## src/rtl/rtc_pkg.sv

```systemverilog
// Shared types for the RTC read path.
//   rtc_addr_e  : field select encoding used by the host read port
//   rtc_time_t  : live/snapshot copy of every time counter field
//   rd_state_e  : read FSM states
//   HR_MODE_BIT / HR_PM_BIT : bit positions inside a 12h-mode hour byte
//   field_operand() : pick the binary operand for a given field select
package rtc_pkg;

    typedef enum logic [2:0] {
        ADDR_SEC     = 3'd0,
        ADDR_MIN     = 3'd1,
        ADDR_HOUR    = 3'd2,
        ADDR_DOW     = 3'd3,
        ADDR_DOM     = 3'd4,
        ADDR_MONTH   = 3'd5,
        ADDR_YEAR    = 3'd6,
        ADDR_CENTURY = 3'd7
    } rtc_addr_e;

    typedef struct packed {
        logic [5:0]  sec;
        logic [5:0]  min;
        logic [5:0]  hour;
        logic [1:0]  mode;          // bit0 = 12h mode, bit1 = PM
        logic [2:0]  day_of_week;
        logic [4:0]  day_of_month;
        logic [3:0]  month;
        logic [11:0] year;
    } rtc_time_t;

    localparam int unsigned HR_MODE_BIT = 6;
    localparam int unsigned HR_PM_BIT   = 5;

    typedef enum logic [2:0] {
        StIdle,
        StSample,
        StCompare,
        StConvert,
        StDone
    } rd_state_e;

    // Year and century both convert the full year; the byte select happens later.
    function automatic logic [11:0] field_operand(rtc_addr_e addr, rtc_time_t t);
        logic [11:0] op;
        unique case (addr)
            ADDR_SEC:     op = {6'd0, t.sec};
            ADDR_MIN:     op = {6'd0, t.min};
            ADDR_HOUR:    op = {6'd0, t.hour};
            ADDR_DOW:     op = {9'd0, t.day_of_week};
            ADDR_DOM:     op = {7'd0, t.day_of_month};
            ADDR_MONTH:   op = {8'd0, t.month};
            ADDR_YEAR:    op = t.year;
            ADDR_CENTURY: op = t.year;
        endcase
        return op;
    endfunction

endpackage

```

## src/rtl/time_reader_if.sv

```systemverilog
// Host-side read port of the RTC.
//   rd_req   : read request (master -> slave)
//   rd_addr  : field select (master -> slave)
//   rd_valid : one-cycle result strobe (slave -> master)
//   rd_data  : BCD result, held until the next strobe (slave -> master)
//   busy     : read in progress (slave -> master)
//   retry    : this read had to re-sample the live time (slave -> master)
interface time_reader_if;
    logic       rd_req;
    logic [2:0] rd_addr;
    logic       rd_valid;
    logic [7:0] rd_data;
    logic       busy;
    logic       retry;

    modport master (
        output rd_req, rd_addr,
        input  rd_valid, rd_data, busy, retry
    );

    modport slave (
        input  rd_req, rd_addr,
        output rd_valid, rd_data, busy, retry
    );
endinterface

```

## src/rtl/time_reader_bin2bcd_seq.sv

```systemverilog
// Iterative 12-bit double-dabble binary-to-BCD converter.
//   clk_i, rstn_i : clock, asynchronous active-low reset
//   start_i       : load bin_i and begin a conversion
//   bin_i         : 12-bit binary operand
//   done_o        : high for one cycle, BCD_ITER cycles after start_i
//   bcd_o         : four BCD digits {thousands, hundreds, tens, ones}
module bin2bcd_seq #(
    parameter int unsigned BCD_ITER = 12
) (
    input  logic        clk_i,
    input  logic        rstn_i,
    input  logic        start_i,
    input  logic [11:0] bin_i,
    output logic        done_o,
    output logic [15:0] bcd_o
);

    localparam int unsigned CntW = $clog2(BCD_ITER + 1);

    logic            run_q, run_d;
    logic [CntW-1:0] cnt_q, cnt_d;
    logic [11:0]     sr_q, sr_d;
    logic [15:0]     bcd_q, bcd_d;

    // One double-dabble step: correct every digit >= 5, then shift in the next bit.
    function automatic logic [15:0] dabble(logic [15:0] bcd, logic bit_in);
        logic [15:0] adj;
        for (int i = 0; i < 4; i++) begin
            adj[4*i +: 4] = (bcd[4*i +: 4] >= 4'd5) ? bcd[4*i +: 4] + 4'd3 : bcd[4*i +: 4];
        end
        return {adj[14:0], bit_in};
    endfunction

    // The load edge already performs the first shift, so done_o lands exactly
    // BCD_ITER cycles after start_i with the final digits in bcd_q.
    always_comb begin
        run_d = run_q;
        cnt_d = cnt_q;
        sr_d  = sr_q;
        bcd_d = bcd_q;
        if (start_i) begin
            run_d = 1'b1;
            cnt_d = CntW'(BCD_ITER - 1);
            sr_d  = {bin_i[10:0], 1'b0};
            bcd_d = dabble(16'h0000, bin_i[11]);
        end else if (run_q) begin
            if (cnt_q == '0) begin
                run_d = 1'b0;
            end else begin
                cnt_d = cnt_q - 1'b1;
                sr_d  = {sr_q[10:0], 1'b0};
                bcd_d = dabble(bcd_q, sr_q[11]);
            end
        end
    end

    always_ff @(posedge clk_i or negedge rstn_i) begin
        if (!rstn_i) begin
            run_q <= 1'b0;
            cnt_q <= '0;
            sr_q  <= '0;
            bcd_q <= '0;
        end else begin
            run_q <= run_d;
            cnt_q <= cnt_d;
            sr_q  <= sr_d;
            bcd_q <= bcd_d;
        end
    end

    assign done_o = run_q && (cnt_q == '0);
    assign bcd_o  = bcd_q;

endmodule

```

## src/rtl/time_reader.sv

```systemverilog
// Read-side port of the RTC: takes a coherent snapshot of the live time
// counter, converts the selected field to BCD and returns it as one byte.
//   clk_i, rstn_i   : system clock, asynchronous active-low reset
//   rd_if (slave)   : rd_req/rd_addr in; rd_valid/rd_data/busy/retry out
//   cur_*_i         : live fields from the time counter
module time_reader
    import rtc_pkg::*;
#(
    parameter int unsigned MAX_RETRY = 3,
    parameter int unsigned BCD_ITER  = 12
) (
    input  logic        clk_i,
    input  logic        rstn_i,
    time_reader_if.slave rd_if,
    input  logic [5:0]  cur_sec_i,
    input  logic [5:0]  cur_min_i,
    input  logic [5:0]  cur_hour_i,
    input  logic [1:0]  cur_mode_i,
    input  logic [2:0]  cur_day_of_week_i,
    input  logic [4:0]  cur_day_of_month_i,
    input  logic [3:0]  cur_month_i,
    input  logic [11:0] cur_year_i
);

    localparam int unsigned RetryW = (MAX_RETRY > 0) ? $clog2(MAX_RETRY + 1) : 1;

    rd_state_e   state_q, state_d;
    rtc_addr_e   addr_q;
    rtc_time_t   snap_q;
    rtc_time_t   live;
    logic [RetryW-1:0] retry_cnt_q;
    logic        retry_q;
    logic [7:0]  rd_data_q;

    logic        snap_ok;
    logic        accept, sample_en, retry_inc, bcd_start, load_data;
    logic        rd_valid, busy;
    logic        bcd_done;
    logic [15:0] bcd;
    logic [3:0]  d3, d2, d1, d0;
    logic [7:0]  fmt_data;

    assign live = '{sec:          cur_sec_i,
                    min:          cur_min_i,
                    hour:         cur_hour_i,
                    mode:         cur_mode_i,
                    day_of_week:  cur_day_of_week_i,
                    day_of_month: cur_day_of_month_i,
                    month:        cur_month_i,
                    year:         cur_year_i};

    // Once the retry budget is spent the latest snapshot is used even if stale.
    assign snap_ok = (snap_q == live) || (retry_cnt_q == RetryW'(MAX_RETRY));

    // State register
    always_ff @(posedge clk_i or negedge rstn_i) begin
        if (!rstn_i) begin
            state_q <= StIdle;
        end else begin
            state_q <= state_d;
        end
    end

    // Next-state logic
    always_comb begin
        state_d = state_q;
        case (state_q)
            StIdle:    if (rd_if.rd_req) state_d = StSample;
            StSample:  state_d = StCompare;
            StCompare: state_d = snap_ok ? StConvert : StSample;
            StConvert: if (bcd_done) state_d = StDone;
            StDone:    state_d = StIdle;
            default:   state_d = StIdle;
        endcase
    end

    // Output / control decode
    always_comb begin
        accept    = 1'b0;
        sample_en = 1'b0;
        retry_inc = 1'b0;
        bcd_start = 1'b0;
        load_data = 1'b0;
        rd_valid  = 1'b0;
        busy      = 1'b0;
        case (state_q)
            StIdle:    accept = rd_if.rd_req;
            StSample: begin
                busy      = 1'b1;
                sample_en = 1'b1;
            end
            StCompare: begin
                busy      = 1'b1;
                bcd_start = snap_ok;
                retry_inc = !snap_ok;
            end
            StConvert: begin
                busy      = 1'b1;
                load_data = bcd_done;
            end
            StDone:    rd_valid = 1'b1;
            default:   ;
        endcase
    end

    // Datapath registers
    always_ff @(posedge clk_i or negedge rstn_i) begin
        if (!rstn_i) begin
            addr_q      <= ADDR_SEC;
            snap_q      <= '0;
            retry_cnt_q <= '0;
            retry_q     <= 1'b0;
            rd_data_q   <= '0;
        end else begin
            if (accept) begin
                addr_q      <= rtc_addr_e'(rd_if.rd_addr);
                retry_cnt_q <= '0;
                retry_q     <= 1'b0;
            end
            if (sample_en) snap_q <= live;
            if (retry_inc) begin
                retry_cnt_q <= retry_cnt_q + 1'b1;
                retry_q     <= 1'b1;
            end
            if (load_data) rd_data_q <= fmt_data;
        end
    end

    bin2bcd_seq #(
        .BCD_ITER (BCD_ITER)
    ) u_bin2bcd (
        .clk_i   (clk_i),
        .rstn_i  (rstn_i),
        .start_i (bcd_start),
        .bin_i   (field_operand(addr_q, snap_q)),
        .done_o  (bcd_done),
        .bcd_o   (bcd)
    );

    assign {d3, d2, d1, d0} = bcd;

    // Byte formatting of the converted digits
    always_comb begin
        fmt_data = {d1, d0};
        case (addr_q)
            ADDR_CENTURY: fmt_data = {d3, d2};
            ADDR_HOUR: begin
                if (snap_q.mode[0]) begin
                    fmt_data              = {3'b000, d1[0], d0};
                    fmt_data[HR_MODE_BIT] = 1'b1;
                    fmt_data[HR_PM_BIT]   = snap_q.mode[1];
                end else begin
                    fmt_data[7:6] = 2'b00;
                end
            end
            default: ;
        endcase
    end

    assign rd_if.rd_valid = rd_valid;
    assign rd_if.rd_data  = rd_data_q;
    assign rd_if.busy     = busy;
    assign rd_if.retry    = retry_q;

endmodule

```

## src/flat_wrapper.sv

```systemverilog
// flat-port wrapper written by rule: the top's interface ports become plain ports
module time_reader_flat import rtc_pkg::*;
#(
    parameter int unsigned MAX_RETRY = 3,
    parameter int unsigned BCD_ITER  = 12
)
  (clk_i, rstn_i, cur_sec_i, cur_min_i, cur_hour_i, cur_mode_i, cur_day_of_week_i, cur_day_of_month_i, cur_month_i, cur_year_i, rd_if_rd_req, rd_if_rd_addr, rd_if_rd_valid, rd_if_rd_data, rd_if_busy, rd_if_retry);
  time_reader_if rd_if_i ();
  input  logic clk_i;
  input  logic rstn_i;
  input  logic [5:0] cur_sec_i;
  input  logic [5:0] cur_min_i;
  input  logic [5:0] cur_hour_i;
  input  logic [1:0] cur_mode_i;
  input  logic [2:0] cur_day_of_week_i;
  input  logic [4:0] cur_day_of_month_i;
  input  logic [3:0] cur_month_i;
  input  logic [11:0] cur_year_i;
  input wire logic [$bits(rd_if_i.rd_req)-1:0] rd_if_rd_req;
  input wire logic [$bits(rd_if_i.rd_addr)-1:0] rd_if_rd_addr;
  output wire logic [$bits(rd_if_i.rd_valid)-1:0] rd_if_rd_valid;
  output wire logic [$bits(rd_if_i.rd_data)-1:0] rd_if_rd_data;
  output wire logic [$bits(rd_if_i.busy)-1:0] rd_if_busy;
  output wire logic [$bits(rd_if_i.retry)-1:0] rd_if_retry;
  assign rd_if_i.rd_req = rd_if_rd_req;
  assign rd_if_i.rd_addr = rd_if_rd_addr;
  assign rd_if_rd_valid = rd_if_i.rd_valid;
  assign rd_if_rd_data = rd_if_i.rd_data;
  assign rd_if_busy = rd_if_i.busy;
  assign rd_if_retry = rd_if_i.retry;
  time_reader #(.MAX_RETRY(MAX_RETRY), .BCD_ITER(BCD_ITER)) u_core (.clk_i(clk_i), .rstn_i(rstn_i), .rd_if(rd_if_i), .cur_sec_i(cur_sec_i), .cur_min_i(cur_min_i), .cur_hour_i(cur_hour_i), .cur_mode_i(cur_mode_i), .cur_day_of_week_i(cur_day_of_week_i), .cur_day_of_month_i(cur_day_of_month_i), .cur_month_i(cur_month_i), .cur_year_i(cur_year_i));
endmodule
```

## config.mk

```make
export PLATFORM = sky130hd
export DESIGN_NAME = time_reader_flat
export DESIGN_NICKNAME = d
export VERILOG_FILES = /design/src/rtl/rtc_pkg.sv /design/src/rtl/time_reader_if.sv /design/src/rtl/time_reader_bin2bcd_seq.sv /design/src/rtl/time_reader.sv /design/src/flat_wrapper.sv
export SDC_FILE = /design/constraint.sdc
export NUM_CORES = 1
export LEC_CHECK = 0
export ABC_AREA = 1
export CELL_PAD_IN_SITES_DETAIL_PLACEMENT = 0
export CELL_PAD_IN_SITES_GLOBAL_PLACEMENT = 1
export CORE_UTILIZATION = 36
export CTS_CLUSTER_DIAMETER = 120
export DETAILED_ROUTE_END_ITERATION = 16
export PLACE_DENSITY_LB_ADDON = 0.08
export RECOVER_POWER = 100
export SYNTH_ARGS = -nofsm -noshare
export SYNTH_HDL_FRONTEND = slang
export SYNTH_HIERARCHICAL = 1
export SYNTH_SLANG_ARGS = --single-unit
```

## constraint.sdc

```tcl
create_clock -name clk_i -period 4.2 [get_ports clk_i]
set_input_delay 0.63 -clock clk_i [delete_from_list [all_inputs] [get_ports clk_i]]
set_output_delay 0.63 -clock clk_i [all_outputs]
set_load 0.01 [all_outputs]
```

==> metrics.txt <==
# TYPE chip_impl_metric gauge
chip_impl_metric{name="power.leakage",unit="nW"} 3.00
chip_impl_metric{name="setup-tns-final",unit="ns"} 0
chip_impl_metric{name="tightest_slew",unit="ns"} 1.86
chip_impl_metric{name="synth_area_in_compound_gates",unit="%"} 10.7
chip_impl_metric{name="routed_wirelength",unit="um"} 13400
chip_impl_metric{name="tritoncts_num_sinks",unit=""} 93
chip_impl_metric{name="drt_pre_antenna_iters",unit=""} 6
chip_impl_metric{name="cts_resized",unit=""} 0
chip_impl_metric{name="first_pass_grt_wire_length",unit="um"} 22300
chip_impl_metric{name="routed_wire_length_per_instance",unit="um"} 14.9
chip_impl_metric{name="final_antenna_net_count",unit=""} 0
chip_impl_metric{name="area_share_of_the_leading_cell_type_in_the_synthesized_netlist",unit="%"} 44.1
chip_impl_metric{name="post_cts_repair_setup_buffers",unit=""} 0
chip_impl_metric{name="flow.area_growth_from_synthesis",unit="%"} 19.6
chip_impl_metric{name="synth-xor-area-share",unit="%"} 4.98
chip_impl_info{name="hold_path_class",value="reg2reg"} 1
chip_impl_info{name="cp-end-kind",value="register"} 1
chip_impl_metric{name="worst_slew_slack_as_a_fraction_of_its_limit",unit="%"} -24.3
chip_impl_metric{name="placementRows",unit=""} 43
chip_impl_metric{name="initialDrtViolationCount",unit=""} 296
chip_impl_metric{name="grt_antenna_before_repair",unit=""} 0
chip_impl_metric{name="clock_latency_on_the_worst_skew_pair",unit="ns"} 0.35
chip_impl_metric{name="final_weighted_congestion_in_routability_driven_placement",unit=""} 0.771
chip_impl_info{name="critPathMostFrequentCell",value="sky130_fd_sc_hd__nand2_1"} 1
chip_impl_info{name="clk_root_buffer_cell",value="sky130_fd_sc_hd__clkbuf_16"} 1
chip_impl_info{name="synth_top_cells_by_area",value="sky130_fd_sc_hd__dfrtp_1 (44%), sky130_fd_sc_hd__nand2_1 (14%), sky130_fd_sc_hd__inv_1 (5.6%)"} 1
chip_impl_info{name="worst_setup_path_start_kind",value="primary input"} 1
chip_impl_info{name="synth_top_family_by_area",value="simple AND/OR/NAND/NOR gates"} 1
chip_impl_metric{name="synth-edff-count",unit=""} 0
chip_impl_metric{name="cp.required",unit="ns"} 4.44
chip_impl_metric{name="synthCells",unit=""} 658
chip_impl_metric{name="synth-seq-area-share",unit="%"} 44.1
chip_impl_metric{name="fin_nets",unit=""} 779
chip_impl_metric{name="ports_placed_on_the_boundary",unit=""} 61
chip_impl_metric{name="layout-drive-gt1-share",unit="%"} 7.19
chip_impl_metric{name="fmax",unit="MHz"} 291
chip_impl_metric{name="htree_num_levels",unit=""} 3
chip_impl_metric{name="grt_pass1_vias",unit=""} 4403
chip_impl_info{name="commonest_cells_after_routing_fill_and_taps_aside",value="sky130_fd_sc_hd__nand2_1 (193), sky130_fd_sc_hd__dfrtp_1 (93), sky130_fd_sc_hd__inv_1 (81)"} 1
chip_impl_metric{name="critical-path-max-stage-delay",unit="ns"} 0.59
chip_impl_info{name="path_delay_family",value="buffers and inverters"} 1
chip_impl_metric{name="drv.max_cap_violation_count",unit=""} 2
chip_impl_info{name="timing.critical_path.cells",value="dlygate4sd3_1 > xnor2_1 > nand2_1 > nor2_1 > nand2_1 > nor2_1 > nand3_1 > nand2_1 > nand2_1 > inv_1 > inv_1 > nand3_1 > inv_1 > nand3_1 > nand2_1"} 1
chip_impl_info{name="failed_checks",value="max-capacitance violations, max-slew violations"} 1
chip_impl_info{name="synth_top_area_cell",value="sky130_fd_sc_hd__dfrtp_1"} 1
chip_impl_metric{name="initial_utilization",unit="%"} 37.4
chip_impl_metric{name="worstPathBufferInverterCount",unit=""} 4
chip_impl_metric{name="drt-vias-per-instance",unit=""} 4.94
chip_impl_metric{name="syn-num-nets",unit=""} 719
chip_impl_metric{name="syn_area_per_cell",unit="um2"} 8.01
chip_impl_metric{name="max-vdd-ir-drop",unit="mV"} 0.333
chip_impl_metric{name="synth_mux_area_share",unit="%"} 4.49
chip_impl_metric{name="synth_adder_area_share",unit="%"} 2.61
chip_impl_metric{name="total_of_flip_flops_plus_latches_after_synthesis",unit=""} 93
chip_impl_metric{name="timing_max_transition_violations_final",unit=""} 115
chip_impl_metric{name="total_track_usage",unit="%"} 19.7
chip_impl_metric{name="synth-simple-area-share",unit="%"} 25.1
chip_impl_metric{name="asyncSetResetFlopFracSynth",unit="%"} 100
chip_impl_metric{name="num_antenna_cells",unit=""} 0
chip_impl_metric{name="overflow_after_grt",unit=""} 0
chip_impl_metric{name="detailedPlacementHpwl",unit="um"} 9850
chip_impl_metric{name="coreArea",unit="um2"} 14100
chip_impl_metric{name="final_cell_count_no_fill",unit=""} 903
chip_impl_metric{name="fp.dieArea",unit="um2"} 15100
chip_impl_metric{name="chipWidth",unit="um"} 123
chip_impl_info{name="cts_tree",value="done"} 1
chip_impl_metric{name="ctsHoldBuffers",unit=""} 0
chip_impl_metric{name="timing_hold_violations_final",unit=""} 0
chip_impl_metric{name="synth-warning-count",unit=""} 6
chip_impl_info{name="worst_path_max_delay_cell",value="sky130_fd_sc_hd__dlygate4sd3_1"} 1
chip_impl_metric{name="cts_buffer_depth",unit=""} 2
chip_impl_metric{name="post_synth_num_cell_types",unit=""} 38
chip_impl_metric{name="finClkSkew",unit="ns"} 0.00742
chip_impl_metric{name="detailed_place.area",unit="um2"} 6020
chip_impl_metric{name="cts-buffers-inserted",unit=""} 9
chip_impl_metric{name="power.density_cell_area",unit="nW/um2"} 737
chip_impl_metric{name="cp_data_arrival_time",unit="ns"} 3.67
chip_impl_metric{name="finalCritPeriodShare",unit="%"} 81.7
chip_impl_metric{name="period_needed",unit="ns"} 3.43
chip_impl_info{name="outcome",value="finished, violations left"} 1
chip_impl_metric{name="cts.clk_slew.worst_paths",unit="ns"} 0.07
chip_impl_info{name="layout_commonest_cell",value="sky130_fd_sc_hd__nand2_1"} 1
chip_impl_metric{name="total_via_count_after_detailed_routing",unit=""} 4461
chip_impl_info{name="rsz0062_at_grt",value="false"} 1
chip_impl_metric{name="drt_drc_violations_left",unit=""} 0
chip_impl_info{name="ys.flop_type",value="sky130_fd_sc_hd__dfrtp_1"} 1
chip_impl_metric{name="maximum_number_of_pins_on_one_net_before_global_route_repair",unit=""} 70
chip_impl_metric{name="critical_path_maximum_fanout",unit=""} 21
chip_impl_metric{name="total_standard_cell_area_after_synthesis",unit="um2"} 5270
chip_impl_info{name="worst-setup-path-type",value="in2reg"} 1
chip_impl_metric{name="finalSetupViolations",unit=""} 0
chip_impl_metric{name="die_height",unit="um"} 123
chip_impl_metric{name="numPortBuffers",unit=""} 60
chip_impl_metric{name="fin_area",unit="um2"} 6300
chip_impl_metric{name="place.detailed.instances",unit=""} 887
-- registers in the layout, summed over array words and instances, names as in the netlist, 2 cells and up --
register and count:
u_core/snap_q 44, u_core/u_bin2bcd/bcd_o 16, u_core/u_bin2bcd/sr_q 11, u_core/rd_if.rd_data 8, u_core/u_bin2bcd/cnt_q 4, u_core/addr_q 3
u_core/state_q 3, u_core/retry_cnt_q 2
-- tightest hold or removal path, cell delays in order, from the launching register on --
cell and delay [ns]:
sky130_fd_sc_hd__dfrtp_1 0.34, sky130_fd_sc_hd__nand2_1 0.05, sky130_fd_sc_hd__nand2_1 0.05
-- routing by layer --
metal  track usage, %  routed length [um]  vias to the layer above
met3             4.24                 509                       17
met1             25.4                6230                     2102
met5                0                   0                        -
met4             6.48                 299                        0
li1                 -                   -                     2242
met2             32.8                6370                      100
-- metrics by stage --
stage                     setup slack [ns]  util, %  hold slack (ns)  power (mW)
final                                0.769     44.7            0.474        4.65
after global routing                 0.439     44.7            0.497        5.10
after CTS                             1.13     45.1            0.462        4.76
after detailed placement             0.771     42.7            0.463        3.80
after global placement               0.839     42.7            0.459        3.75
after floorplan                       2.15        -            0.334        3.18
-- cell families (layout without fill, tap and decap cells) --
kind of cell	Yosys count	count (layout)
AOI/OAI and AO/OA	93	93
xor gates and xnor gates	30	30
DFF	93	93
muxes	21	21
adders and majority gates	11	11
and+or+nand+nor	311	311
buffers and inverters	99	164
-- cell usage after synthesis, types with 3 or more instances --
cell,number
sky130_fd_sc_hd__a21oi_1,20
sky130_fd_sc_hd__a221oi_1,4
sky130_fd_sc_hd__a221oi_2,3
sky130_fd_sc_hd__buf_2,3
sky130_fd_sc_hd__buf_4,6
sky130_fd_sc_hd__buf_6,3
sky130_fd_sc_hd__dfrtp_1,93
sky130_fd_sc_hd__ha_1,11
sky130_fd_sc_hd__inv_1,78
sky130_fd_sc_hd__inv_2,7
sky130_fd_sc_hd__mux2_2,19
sky130_fd_sc_hd__nand2_1,193
sky130_fd_sc_hd__nand3_1,31
sky130_fd_sc_hd__nand4_1,17
sky130_fd_sc_hd__nor2_1,58
sky130_fd_sc_hd__nor3_1,3
sky130_fd_sc_hd__o21ai_0,41
sky130_fd_sc_hd__o21ai_1,12
sky130_fd_sc_hd__o21ai_2,3
sky130_fd_sc_hd__xnor2_1,30
-- report_power, final --
| group | internal (mW) | switching (mW) |
|---|---|---|
| combinational | 0.828 | 1.18 |
| clock | 0.586 | 0.349 |
| sequential | 1.32 | 0.389 |
| total | 2.73 | 1.92 |
-- cell type report --
cell class                      count  area [um2]
Fill cell                        1468        7790
Tap cell                          180         225
Multi-Input combinational cell    466        2480
Clock inverter                      3        65.1
Inverter                           86         325
Clock buffer                       13         280
Sequential cell                    93        2330
Timing Repair Buffer               62         603
-- final timing paths --
check | startpoint | end | slack [ns] | depth (start not counted)
min in group asynchronous | rstn_i | u_core/rd_if.rd_data[1] | 0.78 | 1
max | cur_month_i[0] | u_core/u_bin2bcd/bcd_o[13] | 0.77 | 15
min reg2reg | u_core/rd_if.retry | u_core/rd_if.retry | 0.47 | 2
min | u_core/rd_if.retry | u_core/rd_if.retry | 0.47 | 2
max reg2reg | u_core/state_q[2] | u_core/snap_q[21] | 0.96 | 4
max in group asynchronous | rstn_i | u_core/u_bin2bcd/bcd_o[10] | 1.40 | 2
Power figures use the tool's default switching activity.
==> variant: new RTL, same flow settings <==
The 5 states of `rd_state_e` get a one-hot encoding in 5 bits.
--- a/src/rtl/rtc_pkg.sv
+++ b/src/rtl/rtc_pkg.sv
@@ -33,8 +33,8 @@
 
-    typedef enum logic [2:0] {
-        StIdle,
-        StSample,
-        StCompare,
-        StConvert,
-        StDone
+    typedef enum logic [4:0] {
+        StIdle    = 5'b00001,
+        StSample  = 5'b00010,
+        StCompare = 5'b00100,
+        StConvert = 5'b01000,
+        StDone    = 5'b10000
     } rd_state_e;
Behaviour: no difference found for any inputs over 10 cycles, from zero or initial values and one cycle with rstn_i low; not proved beyond that.
==> variant against the original RTL <==
The flow finishes with violations (DRC, capacitance limit, slew limit). Largest power group is now sequential cells. Setup slack improved by 0.25 ns. Critical path type unchanged. Total power is 30% lower. Area after synthesis increased by 3.7%. Cell area grew 1.4%. Synthesized cell count rose by 15%. Critical path depth grew 3. Routed wire length up 3.7%. Sequential cell count increased by 2.
==> variant: results (changes against the original RTL) <==
| Metric | Value |
|---|---|
| Final layout net count | 872 (was 779) |
| Gp weighted congestion | 0.7804 (was 0.7708) |
| Number of remaining DRC errors | 1 (was 0) |
| 1st-iter DRT viols | 272 (was 296) |
| Synth Net Count | 815 (was 719) |
| Fraction of final layout cells sized beyond drive strength 1 | 3.676% (was 7.192%) |
| FF-to-FF path depth | 17 (was 4) |
| Drt wl/cell | 13.90 um (was 14.85 um) |
| Ant diodes | 0 (unchanged) |
| Max Slew Vio Count | 72 (was 115) |
| Vias/cell | 4.847 (was 4.940) |
| Total track usage | 19.34% (was 19.73%) |
| Tightest Pin Transition | 1.769 ns (was 1.865 ns) |
| Register area | 2379 um^2 (was 2327 um^2) |
| HPWL Detailed | 10.26 mm (was 9.850 mm) |
| Worst Hold Path EP | u_core/u_bin2bcd/sr_q[9] (was u_core/rd_if.retry) |
| R2r setup slk | 1.45 ns (was 0.96 ns) |
| Filler cells | 1544 (was 1468) |
| R2R Path End | u_core/u_bin2bcd/bcd_o[6] (was u_core/snap_q[21]) |
| Min Hold Slack | 0.4709 ns (was 0.4743 ns) |
| Cell-internal power | 2.016 mW (was 2.729 mW) |
| DP Area | 6187 um^2 (was 6017 um^2) |
| First-pass GRT wire length | 23.76 mm (was 22.28 mm) |
| Non-filler instance count after layout | 1000 (was 903) |
| 1st-pass router iterations | 13 (was 6) |
| P_leak | 3.187 nW (was 3.003 nW) |
| Arrival time at the worst endpoint | 3.41 ns (was 3.67 ns) |
| Pin count of the biggest net entering global routing | 79 (was 70) |
| Seq/Total Area, Yosys | 43.50% (was 44.15%) |
| Final period util | 75.63% (was 81.68%) |
| Synth top cells by count | nand2_1, inv_1, dfrtp_1 (was nand2_1, dfrtp_1, inv_1) |
| Max IR drop VDD | 0.0002156 V (was 0.0003329 V) |
| Synth top area cells | dfrtp_1, nand2_1, inv_1, o21ai_0, nor2_1 (was dfrtp_1, nand2_1, inv_1, xnor2_1, nor2_1) |
| Largest stage delay on the critical path | 0.57 ns (was 0.59 ns) |
| Dpl ws | 0.9350 ns (was 0.7713 ns) |
| Max-cap violations | 1 (was 2) |
| Hold Startpoint | u_core/u_bin2bcd/sr_q[9] (was u_core/rd_if.retry) |
| Post-Syn Area per Cell | 7.252 um^2 (was 8.011 um^2) |
| Critical path origin | cur_year_i[10] (was cur_month_i[0]) |
| Failing checks | DRC, capacitance limit, slew limit (was capacitance limit, slew limit) |
| Placed cells | 984 (was 887) |
| Status | complete, but fails checks (unchanged) |
variant: worst max path at each step:
stage | end
after floorplan | u_core/u_bin2bcd/sr_q[4]
after CTS | u_core/u_bin2bcd/bcd_o[7]
final | u_core/u_bin2bcd/bcd_o[6]
after detailed placement | u_core/u_bin2bcd/bcd_o[6]
after global placement | u_core/u_bin2bcd/sr_q[3]
after global routing | u_core/u_bin2bcd/bcd_o[5]
variant: final cells by class:
type | instances | share of cell area (%)
Inverter | 113 | 6.633
Sequential cell | 95 | 37.19
Timing Repair Buffer | 63 | 9.568
Multi-Input combinational cell | 529 | 38.47
Tap cell | 184 | 3.600
Clock inverter | 6 | 0.9587
Clock buffer | 10 | 3.581
variant: logic make-up (layout without fill, tap and decap cells):
logic type,count (synthesis),count (layout),share of synthesized area (%)
adder cells (fa/ha/maj),11,11,2.517
AND/OR/NAND/NOR,408,408,31.42
flip-flops,95,95,43.50
AO/OA/AOI/OAI,98,98,10.48
buffers and inverters,130,192,10.16
XOR/XNOR,12,12,1.922
variant: power groups by stage:
| stage | registers [mW] | clock network, mW | logic, mW |
|---|---|---|---|
| 2_1_floorplan | 1.32 | 0 | 0.790 |
| 3_3_place_gp | 1.35 | 0 | 1.09 |
| 3_5_place_dp | 1.36 | 0 | 1.11 |
| 4_1_cts | 1.35 | 0.848 | 1.11 |
| 5_1_grt | 1.38 | 0.883 | 1.26 |
| 6_report | 1.34 | 0.820 | 1.09 |
variant: metal layers:
layer  global-route usage (%)  vias up  wire length, um
li1                         -     2481                -
met1                    27.12     2261             6948
met2                    29.97       89             6172
met3                    3.166       16              533
met4                    7.245        0              248
met5                        0        -                0
